[src/rtl/sdram_pkg.sv]
// Shared definitions for the sdram_model device responder: command
// encodings, burst FSM states, error codes and mode-register decode helpers.
// Optional build macro: SDRAM_TIMING_CHK_EN (adds the timing parameters).
package sdram_pkg;

  // {ras_n,cas_n,we_n} with cs_n=0; a deselected bus maps onto CMD_NOP
  typedef enum logic [3:0] {
    CMD_MRS   = 4'b0000,
    CMD_AREF  = 4'b0001,
    CMD_PRE   = 4'b0010,
    CMD_ACT   = 4'b0011,
    CMD_WRITE = 4'b0100,
    CMD_READ  = 4'b0101,
    CMD_BST   = 4'b0110,
    CMD_NOP   = 4'b0111
  } cmd_e;

  typedef enum logic [1:0] {
    ST_IDLE,
    ST_WBURST,
    ST_RBURST
  } burst_st_e;

  localparam logic [2:0] ERR_NONE      = 3'd0;
  localparam logic [2:0] ERR_ACT_OPEN  = 3'd1;
  localparam logic [2:0] ERR_AREF_OPEN = 3'd2;
  localparam logic [2:0] ERR_BANK_IDLE = 3'd3;
  localparam logic [2:0] ERR_NO_MODE   = 3'd4;
  localparam logic [2:0] ERR_MRS_BAD   = 3'd5;
  localparam logic [2:0] ERR_TIMING    = 3'd6;

  // Mode register CL field values that are accepted
  localparam logic [2:0] CL_2 = 3'd2;
  localparam logic [2:0] CL_3 = 3'd3;

`ifdef SDRAM_TIMING_CHK_EN
  localparam int unsigned TRCD = 2;
  localparam int unsigned TRP  = 2;
  localparam int unsigned TRFC = 7;
  localparam int unsigned TMRD = 2;
`endif

  function automatic cmd_e decode_cmd(input logic cs_n, input logic [2:0] rcw);
    return cs_n ? CMD_NOP : cmd_e'({1'b0, rcw});
  endfunction

  // Index of the last word in a burst for BL code 0..3 (BL = 1,2,4,8)
  function automatic logic [2:0] bl_last_idx(input logic [1:0] code);
    logic [3:0] words;
    words = 4'd1 << code;
    return 3'(words - 4'd1);
  endfunction

endpackage

[src/rtl/sdram_model_bank.sv]
// Per-bank state for sdram_model: open flag, open row and, when
// SDRAM_TIMING_CHK_EN is defined, the tRCD / tRP spacing counters.
module sdram_model_bank
  import sdram_pkg::*;
#(
  parameter int unsigned ROW_BITS = 12
) (
  input  logic                sclk,
  input  logic                s_rst,
  input  logic                cke,
  input  logic                act,
  input  logic                pre,
  input  logic [ROW_BITS-1:0] row,
  output logic                is_open,
  output logic [ROW_BITS-1:0] open_row,
  output logic                rcd_busy,
  output logic                rp_busy
);

  // Open/close tracking; a precharge wins over a same-cycle activate
  always_ff @(posedge sclk) begin
    if (s_rst) begin
      is_open  <= 1'b0;
      open_row <= '0;
    end else if (cke) begin
      if (pre) begin
        is_open <= 1'b0;
      end else if (act) begin
        is_open  <= 1'b1;
        open_row <= row;
      end
    end
  end

`ifdef SDRAM_TIMING_CHK_EN
  logic [2:0] rcd_cnt;
  logic [2:0] rp_cnt;

  // Down-counters loaded at the command; non-zero means the window is still open
  always_ff @(posedge sclk) begin
    if (s_rst) begin
      rcd_cnt <= '0;
      rp_cnt  <= '0;
    end else if (cke) begin
      if (act) rcd_cnt <= 3'(TRCD - 1);
      else if (rcd_cnt != '0) rcd_cnt <= rcd_cnt - 3'd1;
      if (pre) rp_cnt <= 3'(TRP - 1);
      else if (rp_cnt != '0) rp_cnt <= rp_cnt - 3'd1;
    end
  end

  assign rcd_busy = (rcd_cnt != '0);
  assign rp_busy  = (rp_cnt != '0);
`else
  assign rcd_busy = 1'b0;
  assign rp_busy  = 1'b0;
`endif

endmodule

[config.mk]
export PLATFORM = sky130hd
export DESIGN_NAME = sdram_model_bank
export DESIGN_NICKNAME = d
export VERILOG_FILES = /design/src/rtl/sdram_pkg.sv /design/src/rtl/sdram_model_bank.sv
export SDC_FILE = /design/constraint.sdc
export NUM_CORES = 1
export LEC_CHECK = 0
export BUFFER_PORTS_ARGS = -buffer_cell sky130_fd_sc_hd__buf_2
export CORE_MARGIN = 2
export CORE_UTILIZATION = 38
export CTS_CLUSTER_DIAMETER = 60
export DETAILED_ROUTE_END_ITERATION = 16
export PLACE_DENSITY = 0.71
export SETUP_SLACK_MARGIN = 0.02
export SYNTH_ARGS = -nofsm -noshare
export SYNTH_HDL_FRONTEND = slang
export SYNTH_SLANG_ARGS = --single-unit
[constraint.sdc]
create_clock -name sclk -period 0.8 [get_ports sclk]
set_input_delay 0.04 -clock sclk [delete_from_list [all_inputs] [get_ports sclk]]
set_output_delay 0.04 -clock sclk [all_outputs]
set_load 0.1 [all_outputs]
==> impl_metrics.yaml <==
logic_synthesis:
  synthCells: 59
  synthAdderAreaFrac_pct: 0
  synth_top_family_by_area: "simple AND/OR/NAND/NOR gates"
  ys_seq_area_share_pct: 42.71
  synth-simple-area-share_pct: 26.08
  synth_warnings: 0
  synthMuxAreaShare_pct: 19.71
  syn_avg_cell_area_um2: 10.33
  ys_ff_latch: 13
  synthesis.area_um2: 609.3
  synth_xor_area_share_pct: 0
  synth-compound-area-share_pct: 2.053
  synthDistinctLibCells: 11
pwr:
  internal-power_uw: 1010
  vdd_drop_max_uv: 830.7
  netSwitchingFraction_pct: 33.14
  p_seq_share_pct: 44.3
  comb_power_share_pct: 30.0
  p_clk_share_pct: 25.7
  switchingPower_uw: 500.9
  total_power_uw: 1511
  powerDensity_nw_per_um2: 1461
  power.leakage_uw: 0.0004160
clock_network:
  clock_sinks: 13
  cts_root_buf: "clkbuf_4"
  postCtsSetupBuffers: 0
  cts_made_buffers: 3
  path_clk_slew_ps: 80
  cts_tree: "built"
  clk-insertion-delay-late_ps: 260
  cts.htree.levels: 1
  cts_buffer_depth: 2
critical_path:
  critPathTopFamily: "flip-flops"
  reg2reg_setup_slack_ps: 110
  worstPathRequired_ps: 760
  cp.arrival_ps: 800
  cpMaxStageDelayCell: "dfxtp_4"
  critPathKind: "flop to primary output"
  cp_slowest_stage_delay_ps: 370
  reg2reg_from: "is_open"
  r2r_end: "is_open"
  r2r_cells: 2
  startpoint_type: "flop"
  path_max_fanout: 2
  cp_cell_sequence: "buf_12"
  endpoint_kind: "primary output"
  cp_num_buf_inv: 1
timing:
  slew_viol_final: 0
  period_minus_slack_ps: 841.6
  max_freq_mhz: 1188
  hold_violations: 0
  period_share_pct: 105.2
  final.setup_skew_ps: 0
  rsz0062_at_grt: "yes"
  layout_setup_ws_ps: -41.65
  timing.hold.ws_ps: 21.68
  finalSetupViolCount: 13
routing:
  wl_met3_um: 101
  met1_length_um: 509
  drt_first_pass_iters: 3
  vias: 481
  vias_per_cell: 4.495
  routed.top_layer: "met4"
  drtIter0Drc: 3
  wirelength_um: 1262
  dr_wl_met2_um: 638
  wire_per_inst_um: 11.79
  drc_errors: 0
  ant_nets: 0
placed_design:
  dp_slack_ps: -22.04
  dp_hpwl_um: 930.1
  place_area_um2: 983.4
  io_buffer_count: 29
  place.gp.congestion: 0.6499
finish:
  final_cell_area_um2: 1035
  antenna_cells: 0
  nets: 109
  drive_above_1_share_pct: 52.75
  area_growth_pct: 69.81
outcome:
  violations: "setup timing"
  run_status: "finished with violations"
floorplanning:
  die_w_um: 44.05
  dieArea_um2: 1940
  core-area_um2: 1506
  die_h_um: 44.05
  io_pins: 32
  initial_core_util_pct: 40.45
  fp-row-count: 14
worst_hold_path:
  hold_path.class: "input pin to flop"
  whs_endpoint: "open_row[1]"
  hold_path.startpoint: "row[1]"
  hold_depth: 3
flow_run:
  cap_violations: 0
grt:
  first_global_vias: 493
  antenna_found_initial: 0
  grt_overflow: 0
  grt_pass1_wl_um: 2145
  grt_usage_pct: 15.31
  grt_max_degree: 26
-- worst max-delay path by stage --
| stage | from | endpoint | depth (start not counted) |
|---|---|---|---|
| floorplan | is_open | is_open | 2 |
| global placement | pre | open_row[4] | 4 |
| detailed placement | pre | open_row[2] | 4 |
| CTS | is_open | is_open | 1 |
| global route | is_open | is_open | 1 |
| finish | open_row[6] | open_row[6] | 1 |
-- state kept, by name (all words and copies together), names as in the netlist --
name and count:
is_open 1, open_row 12
-- cell families (layout without fill, tap and decap cells) --
| kind of cell | count (synthesis) | after routing |
|---|---|---|
| and+or+nand+nor | 25 | 25 |
| AOI/OAI and AO/OA | 2 | 2 |
| buffers and inverters | 6 | 37 |
| muxes | 12 | 12 |
| other | 1 | 2 |
| DFF | 13 | 13 |
-- cells in the mapped netlist, drive strengths merged --
library cell   n  area [um2]
nand2b        24       150.1
dfxtp         13       260.3
mux2i         12       120.1
buf            4       46.29
clkbuf         2       7.510
a211oi         1       7.510
a21oi          1       5.000
and3b          1       8.760
conb           1       3.750
-- final cells by class --
class                   instances  area (um2)
repair buffers                 33       375.4
flip-flops and latches         13       309.0
clock buffers                   4       26.28
fillers                       119       471.7
multi-input cells              41       304.0
well taps                      16       20.02
-- per-layer routing --
layer / vias up / track usage (%)
met4: 0 / 7.273
met1: 207 / 18.16
li1: 251 / -
met5: - / 0
met3: 2 / 4.898
met2: 21 / 25.00
-- tightest hold or removal path, stage by stage --
cell and delay, ps:
buf_2 90, nand2b_1 60, mux2i_1 60
-- per-stage QoR --
step / TNS, ps / std cells / util (%)
finish: -441.0 / 107 / 68.69
global route: -834.5 / 107 / 68.69
CTS: -564.8 / 107 / 68.36
detailed placement: -95.87 / 101 / 65.28
global placement: 0 / 101 / 65.28
floorplan: -12.28 / 60 / -
-- power by group through the flow --
stage / logic (uW) / registers [uW] / clock network, uW
final: 454 / 670 / 388
after global placement: 438 / 684 / 0
after detailed placement: 444 / 686 / 0
after CTS: 452 / 671 / 401
after global routing: 474 / 673 / 429
after floorplan: 136 / 845 / 0
-- placed cells by master (no fill, tap or decap) --
cell and instances:
a211oi_2 1, a21oi_1 1, buf_4 2, conb_1 2
mux2i_1 12, dfxtp_4 13, dlygate4sd3_1 2, and3b_1 1
clkbuf_4 3, buf_2 16, clkbuf_1 1, buf_12 13
nand2b_1 24
-- what timing repair did --
| action | 4_1_cts | 5_1_grt |
|---|---|---|
| setup endpoints to repair | 13 | 14 |
| hold buffers | 2 | 0 |
| resized for setup | 0 | 1 |
| hold endpoints to repair | 1 | 0 |
Power figures use the tool's default switching activity.
